[config.mk]
export PLATFORM = sky130hd
export DESIGN_NAME = digit_sequence_monitor
export DESIGN_NICKNAME = d
export VERILOG_FILES = /design/src/rtl/digit_sequence_monitor.sv
export SDC_FILE = /design/constraint.sdc
export NUM_CORES = 1
export LEC_CHECK = 0
export ABC_CLOCK_PERIOD_IN_PS = 3050
export CELL_PAD_IN_SITES_DETAIL_PLACEMENT = 1
export CELL_PAD_IN_SITES_GLOBAL_PLACEMENT = 1
export CORE_MARGIN = 10
export CORE_UTILIZATION = 38
export CTS_BUF_LIST = sky130_fd_sc_hd__clkbuf_4
export CTS_CLUSTER_DIAMETER = 60
export DETAILED_ROUTE_END_ITERATION = 7
export PLACE_DENSITY_LB_ADDON = 0.1
export SLEW_MARGIN = 10
export SYNTH_ARGS = -nofsm -noshare
export SYNTH_HDL_FRONTEND = slang
export SYNTH_SLANG_ARGS = --single-unit
[constraint.sdc]
create_clock -name clk5Hz -period 3.05 [get_ports clk5Hz]
set_clock_uncertainty 0.1 [all_clocks]
set_input_delay 0.61 -clock clk5Hz [delete_from_list [all_inputs] [get_ports clk5Hz]]
set_output_delay 0.61 -clock clk5Hz [all_outputs]
set_load 0.1 [all_outputs]
[src/rtl/digit_sequence_monitor.sv]
// Receive-side checker for the one-hot digit-select stream: tracks the 0->1->2->3->0 walk,
// counts laps and latches the first error. Optional macro DSM_STRICT_START_EN accepts only digit 0 as a start.
module digit_sequence_monitor #(
  parameter int LAP_W = 8
) (
  input  logic             clk5Hz,
  input  logic             reset_n,
  input  logic [3:0]       z_in,
  input  logic             clr,
  output logic [1:0]       idx,
  output logic             idx_valid,
  output logic             lap_done,
  output logic [LAP_W-1:0] lap_count,
  output logic [1:0]       err_code,
  output logic             seq_error
);

  typedef enum logic [1:0] {
    IDLE  = 2'd0,
    TRACK = 2'd1,
    FAULT = 2'd2
  } state_t;

  localparam logic [1:0]       ERR_NONE  = 2'b00;
  localparam logic [1:0]       ERR_MULTI = 2'b01;
  localparam logic [1:0]       ERR_STEP  = 2'b10;
  localparam logic [1:0]       ERR_START = 2'b11;
  localparam logic [LAP_W-1:0] LAP_MAX   = {LAP_W{1'b1}};
  localparam logic [LAP_W-1:0] LAP_ONE   = {{(LAP_W-1){1'b0}}, 1'b1};

  function automatic logic [2:0] ones_count(input logic [3:0] v);
    return {2'b00, v[0]} + {2'b00, v[1]} + {2'b00, v[2]} + {2'b00, v[3]};
  endfunction

  function automatic logic [1:0] onehot_pos(input logic [3:0] v);
    logic [1:0] pos;
    case (v)
      4'b0001: pos = 2'd0;
      4'b0010: pos = 2'd1;
      4'b0100: pos = 2'd2;
      4'b1000: pos = 2'd3;
      default: pos = 2'd0;
    endcase
    return pos;
  endfunction

  state_t           state_r;
  state_t           state_nxt_s;
  logic [1:0]       idx_r;
  logic             idx_valid_r;
  logic             lap_done_r;
  logic [LAP_W-1:0] lap_count_r;
  logic [1:0]       err_code_r;
  logic             seq_error_r;

  logic             zero_s;
  logic             onehot_s;
  logic             multi_s;
  logic [1:0]       k_s;
  logic             step_ok_s;
  logic             start_ok_s;
  logic [1:0]       idx_nxt_s;
  logic             idx_valid_nxt_s;
  logic             wrap_s;
  logic [1:0]       err_new_s;
  logic [1:0]       err_nxt_s;
  logic [LAP_W-1:0] lap_nxt_s;

  assign zero_s    = (z_in == 4'b0000);
  assign onehot_s  = (ones_count(z_in) == 3'd1);
  assign multi_s   = !zero_s && !onehot_s;
  assign k_s       = onehot_pos(z_in);
  // 2-bit addition wraps 3 -> 0 naturally
  assign step_ok_s = (k_s == (idx_r + 2'd1));

`ifdef DSM_STRICT_START_EN
  assign start_ok_s = (k_s == 2'd0);
`else
  assign start_ok_s = 1'b1;
`endif

  // State register
  always_ff @(posedge clk5Hz or negedge reset_n) begin
    if (!reset_n) begin
      state_r <= IDLE;
    end else begin
      state_r <= state_nxt_s;
    end
  end

  // Next-state decode from the classified input
  always_comb begin
    state_nxt_s = IDLE;
    case (state_r)
      IDLE: begin
        if (zero_s) begin
          state_nxt_s = IDLE;
        end else if (onehot_s && start_ok_s) begin
          state_nxt_s = TRACK;
        end else begin
          state_nxt_s = FAULT;
        end
      end
      TRACK: begin
        if (zero_s) begin
          state_nxt_s = IDLE;
        end else if (onehot_s && step_ok_s) begin
          state_nxt_s = TRACK;
        end else begin
          state_nxt_s = FAULT;
        end
      end
      FAULT: begin
        if (zero_s) begin
          state_nxt_s = IDLE;
        end else begin
          state_nxt_s = FAULT;
        end
      end
      default: state_nxt_s = IDLE;
    endcase
  end

  // Next output values; clr overrides both the error latch and the lap counter
  always_comb begin
    idx_nxt_s       = idx_r;
    idx_valid_nxt_s = 1'b0;
    wrap_s          = 1'b0;
    err_new_s       = ERR_NONE;
    case (state_r)
      IDLE: begin
        if (onehot_s && start_ok_s) begin
          idx_nxt_s       = k_s;
          idx_valid_nxt_s = 1'b1;
        end else if (onehot_s) begin
          err_new_s = ERR_START;
        end else if (multi_s) begin
          err_new_s = ERR_MULTI;
        end else begin
          err_new_s = ERR_NONE;
        end
      end
      TRACK: begin
        if (onehot_s && step_ok_s) begin
          idx_nxt_s       = k_s;
          idx_valid_nxt_s = 1'b1;
          wrap_s          = (idx_r == 2'd3);
        end else if (onehot_s) begin
          err_new_s = ERR_STEP;
        end else if (multi_s) begin
          err_new_s = ERR_MULTI;
        end else begin
          err_new_s = ERR_NONE;
        end
      end
      FAULT:   err_new_s = ERR_NONE;
      default: err_new_s = ERR_NONE;
    endcase

    if (clr) begin
      err_nxt_s = ERR_NONE;
      lap_nxt_s = {LAP_W{1'b0}};
    end else begin
      err_nxt_s = (err_code_r == ERR_NONE) ? err_new_s : err_code_r;
      if (wrap_s && (lap_count_r != LAP_MAX)) begin
        lap_nxt_s = lap_count_r + LAP_ONE;
      end else begin
        lap_nxt_s = lap_count_r;
      end
    end
  end

  // Output registers
  always_ff @(posedge clk5Hz or negedge reset_n) begin
    if (!reset_n) begin
      idx_r       <= 2'd0;
      idx_valid_r <= 1'b0;
      lap_done_r  <= 1'b0;
      lap_count_r <= {LAP_W{1'b0}};
      err_code_r  <= ERR_NONE;
      seq_error_r <= 1'b0;
    end else begin
      idx_r       <= idx_nxt_s;
      idx_valid_r <= idx_valid_nxt_s;
      lap_done_r  <= wrap_s;
      lap_count_r <= lap_nxt_s;
      err_code_r  <= err_nxt_s;
      seq_error_r <= |err_nxt_s;
    end
  end

  assign idx       = idx_r;
  assign idx_valid = idx_valid_r;
  assign lap_done  = lap_done_r;
  assign lap_count = lap_count_r;
  assign err_code  = err_code_r;
  assign seq_error = seq_error_r;

endmodule

==> results.cfg <==
[status]
status = finished, final reports clean

[worst_hold_path]
min_path_type = reg -> reg
min_path_cells = 2

[floorplanning]
ios = 22
fp.dieH_um = 70.8
die_w_um = 70.8
die_area_mm2 = 0.00502
start_util_pct = 39.6
placementRows = 18
core-area_mm2 = 0.00248

[grt]
grt_pass1_wl_um = 5210
track_usage_pct = 12.4
grt_pass1_vias = 1099
grt_max_degree = 18
grt_antenna_before_repair = 0
overflow = 0

[clock_tree]
clock_latency_ns = 0.30
cts_tree = done
ctsHoldBuffers = 0
clockBufferDepth = 2
cts_root_buffer = clkbuf_4
clkTransAtPathRegs_ns = 0.11
clkSinkCount = 17
cts_inserted_buffers = 3
htree_levels = 1

[finish]
drive_gt1_share_pct = 39.3
antenna-diode-count = 0
fillers = 296
area_growth_pct = 46.0
final_core_util_pct = 57.9
nets = 160

[yosys]
synth-adder-area-share_pct = 9.68
synth_top_area_share_pct = 43.3
ys_top_cells_by_area = dfrtp_1 43%, ha_1 7.6%, a21oi_1 7.1%
synth_edf_count = 0
yosysSeqAreaShare_pct = 43.3
yosys.area_share.simple_pct = 22.4
synthMuxAreaShare_pct = 3.18
synth_top_area_cell = dfrtp_1
syn_area_um2 = 982
syn_area_per_cell_um2 = 9.27
ys.flop_type = dfrtp_1
synth_warnings = 0
synth_top_family_by_area = simple AND/OR/NAND/NOR gates
synthArstFlopShare_pct = 100
yosysUniqueCellTypes = 36
synth-seq-cells = 17
synth_compound_area_share_pct = 14.9
syn_nets = 120
yosys.area_share.xor_xnor_pct = 1.78
syn_inst = 106

[power_and_ir_drop]
p_per_area_mw_per_mm2 = 447
irDropWorstVdd_mv = 0.385
clkPwrFrac_pct = 20.0
p_comb_share_pct = 39.8
p_sw_share_pct = 43.5
power_switching_mw = 0.278
p_int_mw = 0.362
p_leak_nw = 0.653
seqPwrFrac_pct = 40.2
total_power_mw = 0.641

[critical_path]
startpoint_type = primary input
required_ns = 3.18
reg2reg_depth = 7
worst_setup_path_end_kind = register
crit_arrival_ns = 3.18
crit_type = in -> reg
crit_fanout = 6

[place]
place_ws_ns = -0.706
place_congestion = 0.765
place_hpwl_um = 2150
port_buffers = 21

[detailed_routing]
wl_met3_um = 134
viasPerCell = 5.42
vias = 948
drcViolationCount = 0
wl_met2_um = 1580
drt-initial-drc-count = 29
highest_layer = met4
wl_per_cell_um = 18.5
drt_first_pass_iters = 4
wl_um = 3230
wl_met1_um = 1460
ant_nets = 0

[sta]
worstMarginPinSlew_ns = 0.760
slew_headroom_pct = 49.2
fin_crit_sh_pct = 100
final-setup-viol-count = 0
max_freq_mhz = 328
hold_violations = 0
fin_ws_ns = 0.000481
min_period_ns = 3.05
rsz0062_at_grt = true
final-max-slew-violation-count = 0

[job]
drv_cap = 0
==> power groups by stage <==
stage	combinational (mW)	clock [mW]	sequential, mW
after floorplan	0.0836	0	0.355
after global placement	0.234	0	0.260
after detailed placement	0.241	0	0.262
after CTS	0.249	0.128	0.257
after global routing	0.272	0.142	0.260
final	0.255	0.128	0.258
==> final timing paths <==
kind	from	slack (ns)	endpoint
worst max-delay path	z_in[0]	0.0005	lap_count[2]$_DFFE_PN0P_
worst min-delay path	err_code[1]$_DFF_PN0_	0.47	err_code[1]$_DFF_PN0_
worst max register to register	idx[0]$_DFFE_PN0P_	0.57	lap_count[2]$_DFFE_PN0P_
worst min register to register	err_code[1]$_DFF_PN0_	0.47	err_code[1]$_DFF_PN0_
max in group asynchronous	reset_n	1.73	lap_count[2]$_DFFE_PN0P_
min in group asynchronous	reset_n	0.64	idx[1]$_DFFE_PN0P_
==> synth_stat cells, types with 2 or more instances <==
cell type,n
dfrtp_1,17
a21oi_1,14
nor2_1,9
inv_1,8
ha_1,6
nand2_1,6
o21ai_0,5
or3_1,5
nand4_1,4
clkbuf_1,2
mux2i_1,2
nand3_1,2
nor2b_1,2
o21ai_1,2
==> registers in the layout (all words and copies together) (netlist names) <==
register   flops
idx            2
idx_valid      1
err_code       2
state_r        2
seq_error      1
lap_count      8
lap_done       1
==> critical path: stages <==
cell and delay, ns:
buf_6 0.07, inv_4 0.03, fa_1 0.54, inv_1 0.05
ha_2 0.17, ha_4 0.22, nor4b_4 0.30, nand2_2 0.12
nor4b_4 0.30, buf_4 0.19, a21oi_4 0.05, or3_4 0.39
a21oi_2 0.14
==> area by class of cell <==
| class | instances | area [um^2] | area share [%] |
|---|---|---|---|
| clock buffers | 3 | 22.5 | 1.57 |
| clock inverters | 1 | 5.00 | 0.349 |
| inverters | 9 | 38.8 | 2.71 |
| multi-input cells | 78 | 614 | 42.8 |
| flip-flops and latches | 17 | 425 | 29.7 |
| well taps | 30 | 37.5 | 2.62 |
| repair buffers | 37 | 290 | 20.2 |
==> layout by cell type, fill, tap and decap left out, types with 2 or more instances in the layout <==
| cell type | n |
|---|---|
| nand4_1 | 4 |
| mux2i_1 | 2 |
| a21oi_2 | 2 |
| nand3_1 | 2 |
| inv_1 | 5 |
| or3_4 | 2 |
| nor2_1 | 8 |
| a21oi_1 | 12 |
| dfrtp_1 | 17 |
| or3_1 | 3 |
| o21ai_1 | 5 |
| inv_2 | 2 |
| nor2b_1 | 2 |
| buf_4 | 31 |
| ha_1 | 4 |
| inv_4 | 2 |
| clkdlybuf4s50_1 | 3 |
| a21oi_4 | 2 |
| buf_6 | 2 |
| o21ai_0 | 2 |
| nor4b_4 | 2 |
| nand2_1 | 5 |
| clkbuf_4 | 3 |
==> metal layers <==
layer,vias to the layer above,GRT usage (%)
met4,0,2.58
met5,-,0
met1,472,14.0
li1,452,-
met3,6,4.32
met2,18,22.1
==> logic make-up (layout without fill, tap and decap cells) <==
logic type | Yosys count | count (layout)
and+or+nand+nor | 39 | 39
buffers and inverters | 12 | 50
DFF | 17 | 17
xor gates and xnor gates | 2 | 2
AOI/OAI and AO/OA | 26 | 27
muxes | 3 | 3
adders and majority gates | 7 | 7
==> through the flow <==
step | instances | cell area (um^2) | hold WS [ns] | setup TNS, ns
final | 175 | 1430 | 0.472 | 0
after global routing | 175 | 1430 | 0.490 | -0.297
after CTS | 173 | 1380 | 0.472 | 0
after detailed placement | 163 | 1290 | 0.445 | -6.36
after global placement | 163 | 1290 | 0.436 | -5.18
after floorplan | 106 | 1060 | 0.214 | -0.133
==> repair_timing <==
item                       in CTS  in global routing
gates cloned                    1                  0
gates resized for setup        18                 12
pin swaps                       9                  2
buffers inserted                5                  2
setup endpoints to repair       9                  8
(Power assumes the default switching activity.)
